**config.mk**
```make
export PLATFORM = sky130hd
export DESIGN_NAME = ser_tx_stage
export DESIGN_NICKNAME = d
export VERILOG_FILES = /design/src/rtl/ser_pkg.sv /design/src/rtl/clk_en_gen.sv /design/src/rtl/ser_tx_stage.sv
export SDC_FILE = /design/constraint.sdc
export NUM_CORES = 1
export LEC_CHECK = 0
export CAP_MARGIN = 25
export CORE_MARGIN = 4
export CORE_UTILIZATION = 53
export DETAILED_ROUTE_END_ITERATION = 6
export GPL_TIMING_DRIVEN = 0
export PLACE_DENSITY = 0.85
export REMOVE_ABC_BUFFERS = 1
export SLEW_MARGIN = 25
export SYNTH_ARGS = -nofsm -noshare
export SYNTH_HDL_FRONTEND = slang
export SYNTH_SLANG_ARGS = --single-unit
```
**constraint.sdc**
```tcl
create_clock -name clk -period 2.4 [get_ports clk]
set_clock_uncertainty 0.05 [all_clocks]
set_input_delay 0.48 -clock clk [delete_from_list [all_inputs] [get_ports clk]]
set_output_delay 0.48 -clock clk [all_outputs]
set_load 0.05 [all_outputs]
```
**src/rtl/ser_pkg.sv**
```systemverilog
// ---------------------------------------------------------------------------
// ser_pkg: definitions shared by the serial transmit feeder and the downstream
// shift-register / counter stages.
//   state_e     : FSM encoding of the transmit stage (ST_IDLE, ST_SHIFT)
//   SER_DATA_W  : default word width used across the serial datapath
//   SER_DIV     : default clk_en period in clk cycles
//   even_parity : XOR reduction helper (zero-extended input up to 64 bits)
// ---------------------------------------------------------------------------
package ser_pkg;

    typedef enum logic {
        ST_IDLE  = 1'b0,
        ST_SHIFT = 1'b1
    } state_e;

    localparam int SER_DATA_W = 32'sd4;
    localparam int SER_DIV    = 32'sd2;

    // Even parity bit: set when the word holds an odd number of ones.
    function automatic logic even_parity(input logic [63:0] v);
        return ^v;
    endfunction

endpackage

```
**src/rtl/clk_en_gen.sv**
```systemverilog
// ---------------------------------------------------------------------------
// clk_en_gen: free-running prescaler producing a registered one-cycle tick
// every DIV clk cycles. DIV=1 gives a tick on every cycle after reset.
// Ports:
//   clk    in  : system clock, rising edge
//   rst    in  : asynchronous active-low reset
//   clk_en out : registered tick, high while the count sits at DIV-1
// ---------------------------------------------------------------------------
module clk_en_gen
    import ser_pkg::*;
#(
    parameter int DIV = SER_DIV
) (
    input  logic clk,
    input  logic rst,
    output logic clk_en
);

    localparam int            CW      = (DIV > 32'sd1) ? $clog2(DIV) : 32'sd1;
    localparam logic [CW-1:0] CNT_MAX = CW'(DIV - 32'sd1);

    logic [CW-1:0] cnt_q;
    logic [CW-1:0] cnt_d;
    logic          clk_en_q;
    logic          clk_en_d;

    // Next count with wrap; the tick flop is aligned with the count it reports.
    always_comb begin
        if (cnt_q == CNT_MAX) begin
            cnt_d = '0;
        end else begin
            cnt_d = cnt_q + CW'(1'b1);
        end
        clk_en_d = (cnt_d == CNT_MAX);
    end

    // Prescaler state and registered tick.
    always_ff @(posedge clk or negedge rst) begin
        if (!rst) begin
            cnt_q    <= '0;
            clk_en_q <= 1'b0;
        end else begin
            cnt_q    <= cnt_d;
            clk_en_q <= clk_en_d;
        end
    end

    assign clk_en = clk_en_q;

endmodule

```
**src/rtl/ser_tx_stage.sv**
```systemverilog
// ---------------------------------------------------------------------------
// ser_tx_stage: accepts parallel words over valid/ready, buffers one word and
// serialises it onto ser_out, one bit per clk_en tick, framed by ser_en.
// Build option: define SER_TX_PARITY_EN to append an even-parity bit after
// the data bits of every word (DATA_W+1 ticks per word).
// Ports:
//   clk      in  : system clock, rising edge
//   rst      in  : asynchronous active-low reset
//   in_data  in  : word to transmit (DATA_W bits)
//   in_valid in  : in_data is valid
//   in_ready out : holding buffer empty; accept on in_valid & in_ready
//   clk_en   out : shared tick, one cycle every DIV cycles
//   ser_out  out : current serial bit
//   ser_en   out : ser_out carries a valid bit
//   busy     out : a word is in the shifter or the buffer
//   done     out : pulse on the tick consuming the last bit of a word
// ---------------------------------------------------------------------------
module ser_tx_stage
    import ser_pkg::*;
#(
    parameter int DATA_W    = SER_DATA_W,
    parameter int DIV       = SER_DIV,
    parameter bit MSB_FIRST = 1'b1
) (
    input  logic              clk,
    input  logic              rst,
    input  logic [DATA_W-1:0] in_data,
    input  logic              in_valid,
    output logic              in_ready,
    output logic              clk_en,
    output logic              ser_out,
    output logic              ser_en,
    output logic              busy,
    output logic              done
);

`ifdef SER_TX_PARITY_EN
    localparam int SH_W = DATA_W + 32'sd1;
`else
    localparam int SH_W = DATA_W;
`endif
    localparam int              BC_W    = (SH_W > 32'sd1) ? $clog2(SH_W) : 32'sd1;
    localparam logic [BC_W-1:0] BC_LAST = BC_W'(SH_W - 32'sd1);

    // Shifter image of a word; the parity bit sits where it leaves last.
    function automatic logic [SH_W-1:0] load_word(input logic [DATA_W-1:0] w);
`ifdef SER_TX_PARITY_EN
        logic p;
        p = even_parity(64'(w));
        if (MSB_FIRST) begin
            return {w, p};
        end else begin
            return {p, w};
        end
`else
        return w;
`endif
    endfunction

    function automatic logic head_bit(input logic [SH_W-1:0] v);
        if (MSB_FIRST) begin
            return v[SH_W-1];
        end else begin
            return v[0];
        end
    endfunction

    function automatic logic [SH_W-1:0] advance(input logic [SH_W-1:0] v);
        if (MSB_FIRST) begin
            return v << 1'b1;
        end else begin
            return v >> 1'b1;
        end
    endfunction

    state_e            state_q, state_d;
    logic [SH_W-1:0]   shift_q, shift_d;
    logic [BC_W-1:0]   bitcnt_q, bitcnt_d;
    logic [DATA_W-1:0] buf_q, buf_d;
    logic              buf_full_q, buf_full_d;
    logic              in_ready_q, in_ready_d;
    logic              ser_en_q, ser_en_d;
    logic              ser_out_q, ser_out_d;
    logic              busy_q, busy_d;
    logic              done_arm_q, done_arm_d;
    logic              clk_en_s;
    logic              accept_s;
    logic              load_s;

    clk_en_gen #(
        .DIV (DIV)
    ) u_clk_en_gen (
        .clk    (clk),
        .rst    (rst),
        .clk_en (clk_en_s)
    );

    // Handshake, buffer, shifter FSM and next values of the output flops.
    always_comb begin
        state_d  = state_q;
        shift_d  = shift_q;
        bitcnt_d = bitcnt_q;
        load_s   = 1'b0;
        accept_s = in_valid & in_ready_q;

        case (state_q)
            ST_IDLE: begin
                // Loading does not wait for a tick.
                if (buf_full_q) begin
                    shift_d  = load_word(buf_q);
                    bitcnt_d = BC_LAST;
                    load_s   = 1'b1;
                    state_d  = ST_SHIFT;
                end else begin
                    state_d  = ST_IDLE;
                end
            end
            ST_SHIFT: begin
                if (clk_en_s) begin
                    if (bitcnt_q != '0) begin
                        shift_d  = advance(shift_q);
                        bitcnt_d = bitcnt_q - BC_W'(1'b1);
                    end else if (buf_full_q) begin
                        // Reload straight away so the next word follows with no gap tick.
                        shift_d  = load_word(buf_q);
                        bitcnt_d = BC_LAST;
                        load_s   = 1'b1;
                    end else begin
                        state_d  = ST_IDLE;
                    end
                end else begin
                    state_d = ST_SHIFT;
                end
            end
            default: begin
                state_d = ST_IDLE;
            end
        endcase

        // Accept and drain are exclusive: in_ready is low whenever the buffer is full.
        buf_d      = accept_s ? in_data : buf_q;
        buf_full_d = accept_s ? 1'b1 : (load_s ? 1'b0 : buf_full_q);

        in_ready_d = ~buf_full_d;
        busy_d     = (state_d == ST_SHIFT) | buf_full_d;
        ser_en_d   = (state_d == ST_SHIFT);
        ser_out_d  = (state_d == ST_SHIFT) ? head_bit(shift_d) : 1'b0;
        done_arm_d = (state_d == ST_SHIFT) && (bitcnt_d == '0);
    end

    // All state and output flops; reset discards any partial or buffered word.
    always_ff @(posedge clk or negedge rst) begin
        if (!rst) begin
            state_q    <= ST_IDLE;
            shift_q    <= '0;
            bitcnt_q   <= '0;
            buf_q      <= '0;
            buf_full_q <= 1'b0;
            in_ready_q <= 1'b0;
            ser_en_q   <= 1'b0;
            ser_out_q  <= 1'b0;
            busy_q     <= 1'b0;
            done_arm_q <= 1'b0;
        end else begin
            state_q    <= state_d;
            shift_q    <= shift_d;
            bitcnt_q   <= bitcnt_d;
            buf_q      <= buf_d;
            buf_full_q <= buf_full_d;
            in_ready_q <= in_ready_d;
            ser_en_q   <= ser_en_d;
            ser_out_q  <= ser_out_d;
            busy_q     <= busy_d;
            done_arm_q <= done_arm_d;
        end
    end

    assign in_ready = in_ready_q;
    assign clk_en   = clk_en_s;
    assign ser_out  = ser_out_q;
    assign ser_en   = ser_en_q;
    assign busy     = busy_q;
    // done_arm_q marks the final bit; the registered tick picks the cycle it is consumed.
    assign done     = done_arm_q & clk_en_s;

endmodule

```
## After elaboration in Yosys (flattened, before gate mapping)

Index checks and enable logic that the tools add are counted.

- Output and inout bits: 6
- Bits of input ports: 7
- Register bits: 17
- Logic and storage cells: 41

- Add/subtract/negate cells: 2
- Bitwise operators: 5
- Reduce and logical (&&, ||, !) cells: 3
- Mux-type cells: 19
- Equal/unequal tests: 1

Operators with widths:

| kind | number |
|---|---|
| 4-bit 2-to-1 mux | 3 |
| 1-bit 2-to-1 mux | 9 |
| 4-bit one-hot mux with 2 select lines | 1 |
| 2-bit 2-to-1 mux | 3 |
| 1-bit one-hot mux with 2 select lines | 2 |
| 2-bit one-hot mux with 2 select lines | 1 |
| 1-bit AND | 2 |
| 2-bit logical NOT | 1 |
| 2-bit by 1-bit != test with 1-bit output (second input constant) | 1 |
| 1-bit inverter | 2 |
| 2-bit nonzero test | 1 |
| 2-bit by 1-bit subtractor with 2-bit output (second input constant) | 1 |
| 1-bit adder (second input constant) | 1 |
| 1-bit logical AND | 1 |
| 1-bit OR | 1 |

## Depth between registers and ports, before layout

Gate-level depths: netlist of run 1.

- Word-level depth: 7
- Gate-level depth with buffers: 4
- Gate-level depth less buffers: 3

## Cells and area by module

Synthesis of run 1 repeated with hierarchy kept, for this count alone.

- Cells, all modules: 63
- Area total of the unflattened synthesis: 740.7 µm²

By module, submodules not included:

| module | instances | area each (µm²) | seq. area each (µm²) | cells each |
|---|---|---|---|---|
| ser_tx_stage | 1 | 711.9 | 400.4 | 61 |
| clk_en_gen | 1 | 28.8 | 25.0 | 2 |

## Least setup slack after synthesis of run 1

OpenSTA, ideal clock, no wires.

- Kind: flip-flop to output port
- Start point: register, netlist name u_clk_en_gen.cnt_q
- End point: output done
- Required time: 1.870 ns
- Path buffers: 1
- Slack: 0.761 ns
- Arrival: 1.109 ns
- Cell stages (with the launch flop): 3
- Cell sequence: dfrtp_1 -> buf_6 -> and2_2

RTL lines:

| item | line | text |
|---|---|---|
| end: declaration | ser_tx_stage.sv:34 | `output logic done` |

==> run_results.csv, run 1 <==
group,metric,value,unit
sta,max_freq,0.4483,GHz
min_path,hold_class,"flip-flop to flip-flop",
synth,netlist_instances,61,
sta,final-setup-viol-count,0,
power_and_ir_drop,power.ir.vdd_worst,0.6684,mV
route,num_vias,514,
global_route,track_usage,14.92,%
setup_path,critPathKind,"flip-flop to primary output",
synth,synth-seq-area-share,56.48,%
setup_path,slowest_delay,870,ps
synth,synth_edf_count,0,
final_layout,n_antenna_cell,0,
sta,finalCritPeriodShare,92.95,%
setup_path,worst_setup_path_end_kind,"primary output",
synth,synth_area,753.2,sq um
route,wl_per_cell,13.94,microns
clocking,clk_pin_slew,100,ps
synth,ys_seq_elements,17,
place,dp_hpwl,929.3,microns
job,cap_violations,0,
synth,syn_avg_cell_area,12.35,sq um
setup_path,critPathMaxFanout,11,
setup_path,crit_slowest_cell,"clkdlybuf4s50_1",
floorplan,die_h,45.70,microns
clocking,cts_tree,"built",
final_layout,fin_nets,83,
floorplan,die_x,45.70,microns
route,routed_wl,1255,microns
global_route,overflow,0,
power_and_ir_drop,powerDensity,1318,nW/um^2
synth,yosysTopAreaCell,"dfrtp_1",
clocking,post-cts-setup-buffer-count,0,
setup_path,arrival,1700,ps
synth,synth_top_area_share,56.48,%
route,drcViolationCount,0,
setup_path,cp_top_family,"buffers and inverters",
final_layout,drive_above_1_share,17.33,%
sta,hold_ws,470.7,ps
floorplan,rows,13,
global_route,grt_pass1_wl,2228,microns
route,routed_via_density,5.711,
place,pre_cts_slack,359.1,ps
place,place_congestion,0.7459,
synth,synth_commonest_cells,"dfrtp_1, nand2_1, mux2_2, mux2i_1, o21ai_0",
synth,synth_cell_types,24,
clocking,cts_made_buffers,3,
clocking,cts_hold_buf,0,
setup_path,start_kind,"flip-flop",
sta,tns,0,ps
global_route,antenna_found_initial,0,
final_layout,fillers,105,
setup_path,cp.required,1870,ps
clocking,clk_path_buf_depth,2,
clocking,clock_sinks,17,
sta,drv_slew,0,
sta,rsz0062_at_grt,"no",
synth,synth.most_common_cell,"dfrtp_1",
floorplan,ios,13,
route,first_pass_iters,4,
setup_path,crit_buf_inv,1,
clocking,cts_resized,0,
floorplan,start_util,57.17,%
power_and_ir_drop,leakage,0.4322,nW
clocking,root_buffer,"clkbuf_4",
global_route,grt_max_degree,18,
status,status,"complete, no violations",
synth,ys_top_cells_by_area,"dfrtp_1, mux2_2, mux2i_1",
synth,synth-main-ff-cell,"dfrtp_1",
clocking,htreeDepth,1,
sta,fin_ws,169.3,ps
route,antenna_left,0,
global_route,grt_pass1_vias,517,
sta,hold_viol,0,
sta,worst_pin_slew,710.1,ps
sta,slew_headroom,52.51,%
floorplan,core-area,1318,sq um
setup_path,cp_cell_sequence,"clkdlybuf4s50_1",
final_layout,syn_to_final_growth,20.27,%
clocking,worstSkewPairLatency,280,ps
synth,ys_warn_count,0,
synth,async_flop_share,100.0,%
floorplan,dieArea,2088,sq um
sta,finalCriticalPeriod,2231,ps
place,io_buffers,12,
route,first_iter_violations,13,
worst paths after layout:
check | cells past startpoint | start | to | slack [ps]
worst min register to register | 1 | buf_q[2]$_DFFE_PN0P_ | buf_q[2]$_DFFE_PN0P_ | 470
worst max register to register | 3 | u_clk_en_gen.cnt_q$_DFF_PN0_ | busy$_DFF_PN0_ | 1030
max in group asynchronous | 1 | rst | buf_q[3]$_DFFE_PN0P_ | 1290
worst min-delay path | 1 | buf_q[2]$_DFFE_PN0P_ | buf_q[2]$_DFFE_PN0P_ | 470
worst max-delay path | 1 | u_clk_en_gen.cnt_q$_DFF_PN0_ | clk_en | 170
min in group asynchronous | 1 | rst | bitcnt_q[1]$_DFF_PN0_ | 560
power breakdown:
| group | internal, W | leakage, nW | total (W) | switching (W) |
|---|---|---|---|---|
| Clock | 0.0000618 | 0.0177 | 0.000149 | 0.0000877 |
| Sequential | 0.000405 | 0.199 | 0.000526 | 0.000121 |
| Combinational | 0.000249 | 0.216 | 0.000518 | 0.000268 |
placed cells by master, fill, tap and decap left out, types with 3 or more instances in the layout:
cell type | synthesis | routed
dfrtp_1 | 17 | 17
clkdlybuf4s50_1 | 0 | 11
nand2_1 | 5 | 5
o21ai_0 | 4 | 4
mux2i_1 | 4 | 4
mux2_2 | 4 | 4
inv_1 | 3 | 3
nor2_1 | 3 | 3
a2bb2oi_1 | 3 | 3
o22ai_1 | 3 | 3
clkbuf_4 | 0 | 3
logic make-up after synthesis:
group                     synth area share [%]
xor gates and xnor gates                 1.163
DFF                                      56.48
AOI/OAI and AO/OA                        15.62
buffers and inverters                    3.654
muxes                                    11.30
and+or+nand+nor                          11.80
sequential cells by signal, indices dropped and copies added (netlist names):
register,cells
bitcnt_q,2
buf_full_q,1
buf_q,4
busy,1
done_arm_q,1
in_ready,1
ser_en,1
ser_out,1
shift_q,4
u_clk_en_gen.cnt_q,1
area by class of cell:
class | count | area [sq um] | area share [%]
Clock inverter | 1 | 5.005 | 0.5525
Multi-Input combinational cell | 39 | 300.3 | 33.15
Sequential cell | 17 | 425.4 | 46.96
Inverter | 3 | 11.26 | 1.243
Clock buffer | 3 | 22.52 | 2.486
Timing Repair Buffer | 12 | 122.6 | 13.54
Tap cell | 15 | 18.77 | 2.072
routing by layer:
layer,routed length (microns),vias to the layer above,global-route usage (%)
li1,-,247,-
met1,586,252,19.14
met5,0,-,0
met2,583,13,23.40
met3,73,2,3.953
met4,12,0,6.818
through the flow:
step                std cells  total power [W]  utilization [%]  instance area (sq um)
floorplan                  59        0.0009032                -                  737.0
global placement           86         0.001026            66.48                  875.8
detailed placement         86         0.001052            66.48                  875.8
CTS                        90         0.001200            68.57                  903.4
global route               90         0.001275            68.76                  905.9
finish                     90         0.001194            68.76                  905.9
No activity file was read; power rests on OpenSTA's default activity.
==> run 2, diff against run 1 <==
- CORE_UTILIZATION: 53 -> 50
- MAX_ROUTING_LAYER: unset -> met4
- PLACE_DENSITY: 0.85 -> 0.81
==> run 2 against run 1 <==
  * Worst hold slack worse by 3.2 ps
  * Maximum frequency fell by 1.3%
  * Global-route usage grew 0.67 points
  * Via count fell by 1.4%
  * Final area shrank 0.14%
  * Core utilization is 2.5 points lower
  * First-iteration DRC count shrank 54%
  * Combinational power is essentially flat
  * Register-to-register slack worse by 20 ps
  * Final cell count unchanged
  * Largest cell class unchanged
==> run_results.csv, run 2 (same netlist as run 1, synthesis figures left out) <==
group,metric,value,unit
route,num_vias,507,
sta,rsz0062_at_grt,"no",
place,place_congestion,0.8027,
sta,worst_pin_slew,746.2,ps
min_path,min_delay_path_depth,1,
status,status,"complete, no violations",
sta,max_freq,0.4424,GHz
route,drcViolationCount,0,
route,first_iter_violations,6,
power_and_ir_drop,power.ir.vdd_worst,0.5289,mV
global_route,track_usage,15.59,%
clocking,post-cts-setup-buffer-count,0,
floorplan,die_h,46.81,microns
global_route,grt_max_degree,18,
clocking,clk_pin_slew,90,ps
place,dp_hpwl,925.8,microns
final_layout,final_cell_mix,"dfrtp_1, clkdlybuf4s50_1, nand2_1",
route,routed_via_density,5.633,
setup_path,critPathKind,"flip-flop to primary output",
setup_path,slowest_delay,870,ps
final_layout,top_regs,"buf_q (4), shift_q (4), bitcnt_q (2)",
place,placed_cell_area,875.8,sq um
clocking,worstSkewPairLatency,290,ps
setup_path,ff2ff_path_depth,3,
final_layout,fin_nets,83,
floorplan,start_util,55.13,%
route,antenna_left,0,
place,io_buffers,12,
min_path,hold_class,"flip-flop to flip-flop",
setup_path,crit_slowest_cell,"clkdlybuf4s50_1",
clocking,root_buffer,"clkbuf_4",
sta,slew_headroom,50.10,%
clocking,clock_sinks,17,
final_layout,drive_above_1_share,16.00,%
setup_path,cp_cell_sequence,"clkdlybuf4s50_1",
sta,finalCriticalPeriod,2260,ps
route,first_pass_iters,3,
sta,hold_viol,0,
setup_path,worst_setup_path_end_kind,"primary output",
clocking,cts_resized,0,
setup_path,cp.required,1870,ps
global_route,grt_pass1_wl,2214,microns
clocking,htreeDepth,1,
final_layout,final_common_cell,"dfrtp_1",
setup_path,start_kind,"flip-flop",
power_and_ir_drop,powerDensity,1319,nW/um^2
floorplan,ios,13,
clocking,clk_path_buf_depth,2,
clocking,cts_made_buffers,3,
sta,drv_slew,0,
setup_path,cp_top_family,"buffers and inverters",
setup_path,cp_num_cells,1,
setup_path,ff2ff_setup_slack,1010,ps
final_layout,n_antenna_cell,0,
setup_path,arrival,1730,ps
route,routed_wl,1336,microns
global_route,grt_pass1_vias,516,
power_and_ir_drop,leakage,0.4295,nW
floorplan,die_x,46.81,microns
final_layout,fillers,119,
floorplan,rows,13,
global_route,overflow,0,
job,cap_violations,0,
global_route,antenna_found_initial,0,
clocking,cts_tree,"built",
sta,final-setup-viol-count,0,
floorplan,core-area,1366,sq um
final_layout,syn_to_final_growth,20.10,%
final_layout,fin_area,904.6,sq um
clocking,cts_hold_buf,0,
route,wl_per_cell,14.84,microns
final_layout,final_cells,90,
place,dp.cells,86,
setup_path,crit_buf_inv,1,
floorplan,dieArea,2191,sq um
sta,tns,0,ps
sta,finalCritPeriodShare,94.18,%
setup_path,critPathMaxFanout,11,
run 2: cell types whose count changed in the layout (fill, tap and decap cells not counted):
cell,before,now
clkinv_2,1,0
clkbuf_1,0,1
run 2: metrics by stage:
| stage | utilization (%) | total power [W] | hold slack (ps) | setup slack, ps |
|---|---|---|---|---|
| global placement | 64.10 | 0.001028 | 443.7 | 360.7 |
| detailed placement | 64.10 | 0.001052 | 446.8 | 332.6 |
| finish | 66.21 | 0.001193 | 467.5 | 139.8 |
| floorplan | - | 0.0009032 | 134.4 | 706.3 |
| CTS | 66.03 | 0.001205 | 468.7 | 3.665 |
| global route | 66.21 | 0.001276 | 497.6 | 81.60 |
run 2: worst paths after layout:
path	to	startpoint
worst min register to register	buf_q[0]$_DFFE_PN0P_	buf_q[0]$_DFFE_PN0P_
min in group asynchronous	bitcnt_q[0]$_DFF_PN0_	rst
worst min-delay path	buf_q[0]$_DFFE_PN0P_	buf_q[0]$_DFFE_PN0P_
worst max-delay path	clk_en	u_clk_en_gen.cnt_q$_DFF_PN0_
worst max register to register	busy$_DFF_PN0_	u_clk_en_gen.cnt_q$_DFF_PN0_
max in group asynchronous	shift_q[0]$_DFFE_PN0P_	rst
run 2: final cells by class:
cell class	instances	area [sq um]	share of cell area, %
sequential	17	425.4	47.03
clock buffer	4	26.28	2.905
timing repair buffer	12	122.6	13.55
inverter	3	11.26	1.245
tap	15	18.77	2.075
multi-input combinational	39	300.3	33.20
run 2: per-layer routing:
metal	global-route usage (%)	routed length (microns)	part of all wire (%)	up-vias
met4	11.60	40	3.0	0
met5	-	0	0	-
met2	23.04	615	46	12
li1	-	-	-	244
met1	18.36	616	46	246
met3	3.448	64	4.8	5
run 2: power by group:
part,total [W],internal [W],leakage (nW),switching [W]
combinational,0.000517,0.000250,0.216,0.000267
clock,0.000151,0.0000647,0.0150,0.0000859
sequential,0.000526,0.000405,0.199,0.000121
